==> src/rtl/add16_share_sched_if.sv <==
// Handshake and data bundle for add16_share_sched.
// master: the requester/consumer side, slave: the shared-adder block.
interface add16_share_sched_if;
   logic [1:0]  in_valid;
   logic [1:0]  in_ready;
   logic [15:0] in_a0;
   logic [15:0] in_b0;
   logic [15:0] in_a1;
   logic [15:0] in_b1;
   logic [1:0]  in_cin;
   logic [1:0]  in_last;
   logic        out_valid;
   logic        out_ready;
   logic [15:0] out_sum;
   logic        out_cout;
   logic        out_ovf;
   logic        out_id;
   logic        out_last;
   logic [7:0]  out_idx;

   modport master (
      output in_valid, in_a0, in_b0, in_a1, in_b1, in_cin, in_last, out_ready,
      input  in_ready, out_valid, out_sum, out_cout, out_ovf, out_id, out_last, out_idx
   );

   modport slave (
      input  in_valid, in_a0, in_b0, in_a1, in_b1, in_cin, in_last, out_ready,
      output in_ready, out_valid, out_sum, out_cout, out_ovf, out_id, out_last, out_idx
   );
endinterface

==> src/rtl/add16_share_sched.sv <==
// One 16-bit adder time-shared between two requesters, one multi-word
// (LSW-first) packet at a time. Round-robin grant on simultaneous requests,
// one-cycle result latency with a single output holding register.
module add16_share_sched (
   input  logic              clk,
   input  logic              rst_n,
   add16_share_sched_if.slave bus
);

   typedef enum logic {IDLE, BUSY} state_t;

   state_t      state, state_nxt;
   logic        owner, owner_nxt;
   logic        rr_last;
   logic        carry;
   logic        first;      // next accepted word is word 0 of the packet
   logic [7:0]  idx;        // index of the next word to be accepted
   logic [1:0]  ready;
   logic        accept;
   logic        word_last;
   logic        grant;

   logic [15:0] op_a, op_b;
   logic        c_in;
   logic [16:0] full;
   logic        ovf;

   logic [15:0] sum_q;
   logic        valid_q, cout_q, ovf_q, id_q, last_q;
   logic [7:0]  idx_q;

   // Operand select and the shared adder. A separate first flag (not idx==0)
   // picks cin so the carry chain survives the 255->0 index wrap.
   always_comb begin
      op_a = owner ? bus.in_a1 : bus.in_a0;
      op_b = owner ? bus.in_b1 : bus.in_b0;
      c_in = first ? bus.in_cin[owner] : carry;
      full = {1'b0, op_a} + {1'b0, op_b} + {16'd0, c_in};
      ovf  = (op_a[15] == op_b[15]) && (full[15] != op_a[15]);
      word_last = bus.in_last[owner];
   end

   // Next-state, grant and per-requester ready.
   always_comb begin
      state_nxt = state;
      owner_nxt = owner;
      ready     = 2'b00;
      accept    = 1'b0;
      grant     = 1'b0;
      case (state)
         IDLE: begin
            if (|bus.in_valid) begin
               grant     = 1'b1;
               state_nxt = BUSY;
               case (bus.in_valid)
                  2'b01:   owner_nxt = 1'b0;
                  2'b10:   owner_nxt = 1'b1;
                  default: owner_nxt = ~rr_last;
               endcase
            end
         end
         BUSY: begin
            ready[owner] = !valid_q || bus.out_ready;
            accept       = bus.in_valid[owner] && ready[owner];
            if (accept && word_last)
               state_nxt = IDLE;
         end
         default: state_nxt = IDLE;
      endcase
   end

   // FSM state and owner registers.
   always_ff @(posedge clk or negedge rst_n) begin
      if (!rst_n) begin
         state <= IDLE;
         owner <= 1'b0;
      end else begin
         state <= state_nxt;
         owner <= owner_nxt;
      end
   end

   // Packet bookkeeping and output holding register; a new accept overwrites
   // the held word in the same edge it is drained, so no bubble appears.
   always_ff @(posedge clk or negedge rst_n) begin
      if (!rst_n) begin
         first   <= 1'b0;
         idx     <= 8'd0;
         carry   <= 1'b0;
         rr_last <= 1'b0;
         valid_q <= 1'b0;
         sum_q   <= 16'd0;
         cout_q  <= 1'b0;
         ovf_q   <= 1'b0;
         id_q    <= 1'b0;
         last_q  <= 1'b0;
         idx_q   <= 8'd0;
      end else begin
         if (grant)
            first <= 1'b1;
         if (accept) begin
            valid_q <= 1'b1;
            sum_q   <= full[15:0];
            cout_q  <= full[16];
            ovf_q   <= ovf;
            id_q    <= owner;
            last_q  <= word_last;
            idx_q   <= idx;
            first   <= 1'b0;
            if (word_last) begin
               idx     <= 8'd0;
               carry   <= 1'b0;
               rr_last <= owner;
            end else begin
               idx     <= idx + 8'd1;
               carry   <= full[16];
            end
         end else if (bus.out_ready) begin
            valid_q <= 1'b0;
         end
      end
   end

   assign bus.in_ready  = ready;
   assign bus.out_valid = valid_q;
   assign bus.out_sum   = sum_q;
   assign bus.out_cout  = cout_q;
   assign bus.out_ovf   = ovf_q;
   assign bus.out_id    = id_q;
   assign bus.out_last  = last_q;
   assign bus.out_idx   = idx_q;

endmodule
==> src/flat_wrapper.sv <==
// flat-port wrapper written by rule: the top's interface ports become plain ports
module add16_share_sched_flat 
  (clk, rst_n, bus_in_valid, bus_in_a0, bus_in_b0, bus_in_a1, bus_in_b1, bus_in_cin, bus_in_last, bus_out_ready, bus_in_ready, bus_out_valid, bus_out_sum, bus_out_cout, bus_out_ovf, bus_out_id, bus_out_last, bus_out_idx);
  add16_share_sched_if bus_i ();
  input  logic clk;
  input  logic rst_n;
  input wire logic [$bits(bus_i.in_valid)-1:0] bus_in_valid;
  input wire logic [$bits(bus_i.in_a0)-1:0] bus_in_a0;
  input wire logic [$bits(bus_i.in_b0)-1:0] bus_in_b0;
  input wire logic [$bits(bus_i.in_a1)-1:0] bus_in_a1;
  input wire logic [$bits(bus_i.in_b1)-1:0] bus_in_b1;
  input wire logic [$bits(bus_i.in_cin)-1:0] bus_in_cin;
  input wire logic [$bits(bus_i.in_last)-1:0] bus_in_last;
  input wire logic [$bits(bus_i.out_ready)-1:0] bus_out_ready;
  output wire logic [$bits(bus_i.in_ready)-1:0] bus_in_ready;
  output wire logic [$bits(bus_i.out_valid)-1:0] bus_out_valid;
  output wire logic [$bits(bus_i.out_sum)-1:0] bus_out_sum;
  output wire logic [$bits(bus_i.out_cout)-1:0] bus_out_cout;
  output wire logic [$bits(bus_i.out_ovf)-1:0] bus_out_ovf;
  output wire logic [$bits(bus_i.out_id)-1:0] bus_out_id;
  output wire logic [$bits(bus_i.out_last)-1:0] bus_out_last;
  output wire logic [$bits(bus_i.out_idx)-1:0] bus_out_idx;
  assign bus_i.in_valid = bus_in_valid;
  assign bus_i.in_a0 = bus_in_a0;
  assign bus_i.in_b0 = bus_in_b0;
  assign bus_i.in_a1 = bus_in_a1;
  assign bus_i.in_b1 = bus_in_b1;
  assign bus_i.in_cin = bus_in_cin;
  assign bus_i.in_last = bus_in_last;
  assign bus_i.out_ready = bus_out_ready;
  assign bus_in_ready = bus_i.in_ready;
  assign bus_out_valid = bus_i.out_valid;
  assign bus_out_sum = bus_i.out_sum;
  assign bus_out_cout = bus_i.out_cout;
  assign bus_out_ovf = bus_i.out_ovf;
  assign bus_out_id = bus_i.out_id;
  assign bus_out_last = bus_i.out_last;
  assign bus_out_idx = bus_i.out_idx;
  add16_share_sched u_core (.clk(clk), .rst_n(rst_n), .bus(bus_i));
endmodule
==> config.mk <==
export PLATFORM = sky130hd
export DESIGN_NAME = add16_share_sched_flat
export DESIGN_NICKNAME = d
export VERILOG_FILES = /design/src/rtl/add16_share_sched_if.sv /design/src/rtl/add16_share_sched.sv /design/src/flat_wrapper.sv
export SDC_FILE = /design/constraint.sdc
export NUM_CORES = 1
export LEC_CHECK = 0
export CAP_MARGIN = 20
export CORE_MARGIN = 2
export CORE_UTILIZATION = 40
export CTS_BUF_LIST = sky130_fd_sc_hd__clkbuf_16
export CTS_CLUSTER_SIZE = 14
export DETAILED_ROUTE_END_ITERATION = 8
export GPL_ROUTABILITY_DRIVEN = 0
export PLACE_DENSITY = 0.75
export SYNTH_ARGS = -nofsm -noshare
export SYNTH_HDL_FRONTEND = slang
export SYNTH_SLANG_ARGS = --single-unit
==> constraint.sdc <==
create_clock -name clk -period 3.3 [get_ports clk]
set_input_delay 0.66 -clock clk [delete_from_list [all_inputs] [get_ports clk]]
set_output_delay 0.66 -clock clk [all_outputs]
set_load 0.01 [all_outputs]
======== Word-level counts from Yosys, hierarchy flattened ========
Cells that the tools add are included.
operators by class
  $lt $le $gt $ge ......................... 2
  $add $sub $neg .......................... 3
  bitwise gates (word level) .............. 3
  eq/ne operators ......................... 4
  reduce and logical (&&, ||, !) cells .... 11
  multiplexer cells ....................... 26
operator list
  operator                                                               count
  16-bit two-way mux                                                     2
  1-bit two-way mux                                                      19
  16-bit by 16-bit adder with 17-bit output                              1
  17-bit by 1-bit adder with 17-bit output                               1
  8-bit by 1-bit adder with 8-bit output (second input constant)         1
  8-bit two-way mux                                                      1
  1-bit logical AND                                                      4
  1-bit case mux with 2 select lines                                     2
  2-bit AND reduction                                                    2
  2-bit nonzero test                                                     2
  2-bit bitwise AND                                                      1
  2-bit by 1-bit == test with 1-bit output (second input constant)       1
  2-bit == test (second input constant)                                  1
  1-bit by 2-bit < comparator with 1-bit output (second input constant)  1
  2-bit two-way mux                                                      1
  1-bit NOT                                                              2
  2-bit OR reduction                                                     1
  1-bit demux with 1-bit select                                          1
  1-bit == test                                                          1
  1-bit >= comparator (second input constant)                            1
  1-bit logical NOT                                                      1
  1-bit logical OR                                                       1
  1-bit != test                                                          1
storage, ports and cells
  word-level logic and storage cells ...... 62
  input port bits ......................... 73
  bits in registers ....................... 42
  output and inout bits ................... 31

======== Logic depth before layout (Yosys ltp) ========
  depth in word-level cells ............... 11
  depth in mapped cells ................... 11

======== Worst setup path before layout ========
Ideal clock, no wire load.
  path type ............................... register -> register
  start ................................... reg u_core.owner
  end ..................................... reg u_core.sum_q[12], in the netlist u_core.bus.out_sum[12]
  required time ........................... 3.231 ns
  arrival time ............................ 3.048 ns
  stages on the path, launching flop included .. 11
  buffers on the path ..................... 2
  path slack .............................. 0.184 ns
  cells stage by stage .................... dfrtp_1 > buf_2 > buf_2 > mux2_2 > fa_1 > fa_1 > a211oi_2 > o21ai_1 > a21bo_2 > a211o_1 > nand3_1
on the way
  longest elaborated chain between the ends .. 9
RTL lines
  item                                                                                               line                      text
  from (decl)                                                                                        add16_share_sched.sv:13   logic owner, owner_nxt;
  from (signal assigned)                                                                             add16_share_sched.sv:79   owner <= owner_nxt;
  parallel branches: the longest is 9 deep, another holds 16-bit by 16-bit adder with 17-bit output  n/a
  to (signal assigned)                                                                               add16_share_sched.sv:103  sum_q <= full[15:0];
  to (decl)                                                                                          add16_share_sched.sv:28   logic [15:0] sum_q;
Several ways; the timed one is not identified. The select of a mux whose other input is x is not followed.
A chain may end at the register's enable or synchronous reset.

======== Final worst setup path ========
  start ................................... in bus_in_cin[1]
  end ..................................... reg u_core.sum_q[12], in the netlist u_core.bus.out_sum[12]
on the way
  longest elaborated chain between the ends .. 4
RTL lines
  item                                                  line                     text
  from (decl)                                           flat_wrapper.sv:12       input wire logic [$bits(bus_i.in_cin)-1:0] bus_in_cin;
  1-bit two-way mux (not written as such) (2 in a row)  add16_share_sched.sv:37  c_in = first ? bus.in_cin[owner] : carry;
  1-bit two-way mux                                     add16_share_sched.sv:37
  17-bit by 1-bit adder with 17-bit output              add16_share_sched.sv:38  full = {1'b0, op_a} + {1'b0, op_b} + {16'd0, c_in};
No other way between the ends. The select of a mux whose other input is x is not followed.

==> results.json <==
{
  "cts_max_level": 2,
  "track_usage": 0.182,
  "leakage_nw": 1.83,
  "endpoint_kind": "flop",
  "drv_cap": 0,
  "cts_root_buf": "clkbuf_16",
  "synth_top_family_by_area": "simple AND/OR/NAND/NOR gates",
  "power_switching_mw": 1.49,
  "clk-insertion-delay-late_ps": 280,
  "ant_nets": 0,
  "cp-startpoint": "bus_in_cin[1]",
  "wire_per_inst_um": 13.9,
  "drc": 0,
  "finalSetupViolations": 0,
  "netlist_instances": 333,
  "mostFrequentLayoutCells": "clkdlybuf4s50_1, nand2_1, dfrtp_1",
  "syn_nets": 426,
  "path_common_cell": "fa_1",
  "min_period_ps": 3090,
  "core-area_mm2": 0.00725,
  "cts_tree": "yes",
  "rows": 31,
  "synth-edff-count": 0,
  "pin_count": 104,
  "cts_setup_buffers": 0,
  "yosys_warnings": 0,
  "synthTopCellsByArea": "dfrtp_1, mux2_2, nand2_1",
  "hold_buffers": 0,
  "crit_fanout": 4,
  "cp.required_ps": 3520,
  "wirelength_mm": 7.43,
  "pwr-share-seq": 0.240,
  "combPwrFrac": 0.630,
  "die_x_um": 90.5,
  "ctsResizeCount": 0,
  "yosys_most_used_dff": "dfrtp_1",
  "cp_slowest_cell": "fa_1",
  "die-area_mm2": 0.00819,
  "critPathMaxStageDelay_ps": 450,
  "async_reset_ff_frac": 1.00,
  "setup_tns_ps": 0,
  "startpoint_type": "input pin",
  "power_density_mw_per_mm2": 834,
  "antenna_found_initial": 0,
  "final_common_cell": "clkdlybuf4s50_1",
  "globalRoute.totalOverflow": 0,
  "path_delay_family": "compound AO/OA/AOI/OAI gates",
  "yosysTopAreaCell": "dfrtp_1",
  "fmax_mhz": 324,
  "cts_buffers": 5,
  "synth.top_cell.area_share": 0.351,
  "clockBufferDepth": 2,
  "hpwl_mm": 5.75,
  "vias_per_cell": 5.29,
  "hold_path_class": "reg -> reg",
  "intPower_mw": 2.06,
  "antennaDiodeCount": 0,
  "ys_ff_latch": 42,
  "synth.area.mux_share": 0.139,
  "syn2layout_area_growth_pct": 42.3,
  "synth_xor_area_frac": 0.0293,
  "tightest_slew_ps": 934,
  "status": "complete, no violations",
  "p_clk_frac": 0.131,
  "synth_cell_type_count": 48,
  "first_pass_iters": 4,
  "swShare": 0.419,
  "grt_start_max_net_pins": 43,
  "relSlewSlack": 0.377,
  "netlist_area_mm2": 0.00299,
  "synth_compound_area_frac": 0.174,
  "utilization": 0.587,
  "final.period_utilization": 0.936,
  "max-vdd-ir-drop_mv": 0.283,
  "crit_chain": "clkdlybuf4s50_1 -> mux2i_1 -> a21oi_1 -> fa_1 -> fa_1 -> a211oi_2 -> o21ai_1 -> a21bo_2 -> a211o_1 -> nand3_1",
  "grt_pass1_wl_mm": 12.4,
  "p_total_mw": 3.55,
  "grt_pass1_vias": 2763,
  "port_buffers": 103,
  "clk_pin_slew_ps": 60,
  "die_h_um": 90.5,
  "r2r_start": "u_core.owner",
  "syn_area_per_cell_um2": 8.98,
  "start_util": 0.412,
  "synth_simple_gate_area_frac": 0.189,
  "rsz0062_at_grt": "false",
  "drt-initial-drc-count": 77,
  "clock_skew_ps": 4.11,
  "finalNetCount": 527,
  "arrival_ps": 3310,
  "hold_viol": 0,
  "slew_violations": 0,
  "critPathKind": "in -> reg",
  "path_buf_inv": 1,
  "vias": 2824,
  "worstHoldStart": "u_core.bus.out_idx[4]",
  "synthAdderAreaFrac": 0.0887,
  "yosysSeqAreaShare": 0.351,
  "layout-drive-gt1-share": 0.122,
  "cts_sinks": 42,
  "fin_hold_ws_ps": 472
}
[synth_stat cells (all sizes together) (4+ instances only)]
cell,count
nor2,25
a21oi,23
inv,6
nand4,4
mux2,34
and3,4
xnor2,5
o21ai,27
o21a,5
nand2,63
buf,10
dfrtp,42
nand3,11
ha,18
a31oi,4
xor2,5
[kinds of logic after synthesis]
family,after synthesis
AOI/OAI and AO/OA,82
xor gates and xnor gates,10
adders and majority gates,20
buffers and inverters,19
DFF,42
muxes,37
and+or+nand+nor,123
[flip-flops by register name, summed over array words and instances (netlist names)]
register              cells
u_core.bus.out_sum       16
u_core.bus.out_idx        8
u_core.idx                8
u_core.bus.out_cout       1
u_core.bus.out_id         1
u_core.bus.out_last       1
u_core.bus.out_ovf        1
u_core.bus.out_valid      1
u_core.carry              1
u_core.first              1
u_core.owner              1
u_core.rr_last            1
u_core.state              1
[final timing paths]
check | to | cells past startpoint | slack, ps
worst max-delay path | u_core.bus.out_sum[12] | 10 | 210
worst min-delay path | u_core.bus.out_idx[4] | 2 | 470
worst max register to register | u_core.bus.out_sum[12] | 8 | 410
worst min register to register | u_core.bus.out_idx[4] | 2 | 470
max in group asynchronous | u_core.owner | 1 | 2140
min in group asynchronous | u_core.bus.out_sum[13] | 1 | 520
[per-layer routing]
layer,wire [µm],part of all wire,GRT usage,up-vias
met5,0,0,0,-
met4,115,0.015,0.0590,0
met3,394,0.053,0.0367,9
met2,3670,0.49,0.319,82
met1,3260,0.44,0.224,1333
li1,-,-,-,1400
[per-stage QoR]
stage                     cells  setup WS, ps  area [µm²]
final                       534           211        4260
after detailed placement    526         -78.0        4120
after floorplan             333           184        2990
after CTS                   534           203        4260
after global placement      526         -17.6        4120
after global routing        534          72.6        4260
[worst reg2reg max path, delay by kind of cell, from the launching register on]
family                   cells  cell delay (ps)
adder cells (fa/ha/maj)      2              920
flip-flops                   1              490
AND/OR/NAND/NOR              1               60
AO/OA/AOI/OAI                4              980
multiplexers                 1              380
[power groups by stage]
stage | clock (mW) | combinational [mW] | sequential, mW
after global routing | 0.488 | 2.47 | 0.879
after detailed placement | 0 | 2.24 | 0.860
final | 0.463 | 2.23 | 0.851
after floorplan | 0 | 1.46 | 0.879
after CTS | 0.471 | 2.25 | 0.854
after global placement | 0 | 2.19 | 0.851
[final cells by class]
| type | instances | area (µm²) |
|---|---|---|
| Timing Repair Buffer | 107 | 1070 |
| Sequential cell | 42 | 1050 |
| Inverter | 6 | 22.5 |
| Clock inverter | 3 | 11.3 |
| Multi-Input combinational cell | 272 | 1850 |
| Tap cell | 99 | 124 |
| Clock buffer | 5 | 125 |
| Fill cell | 672 | 3000 |
(Power assumes the default switching activity.)
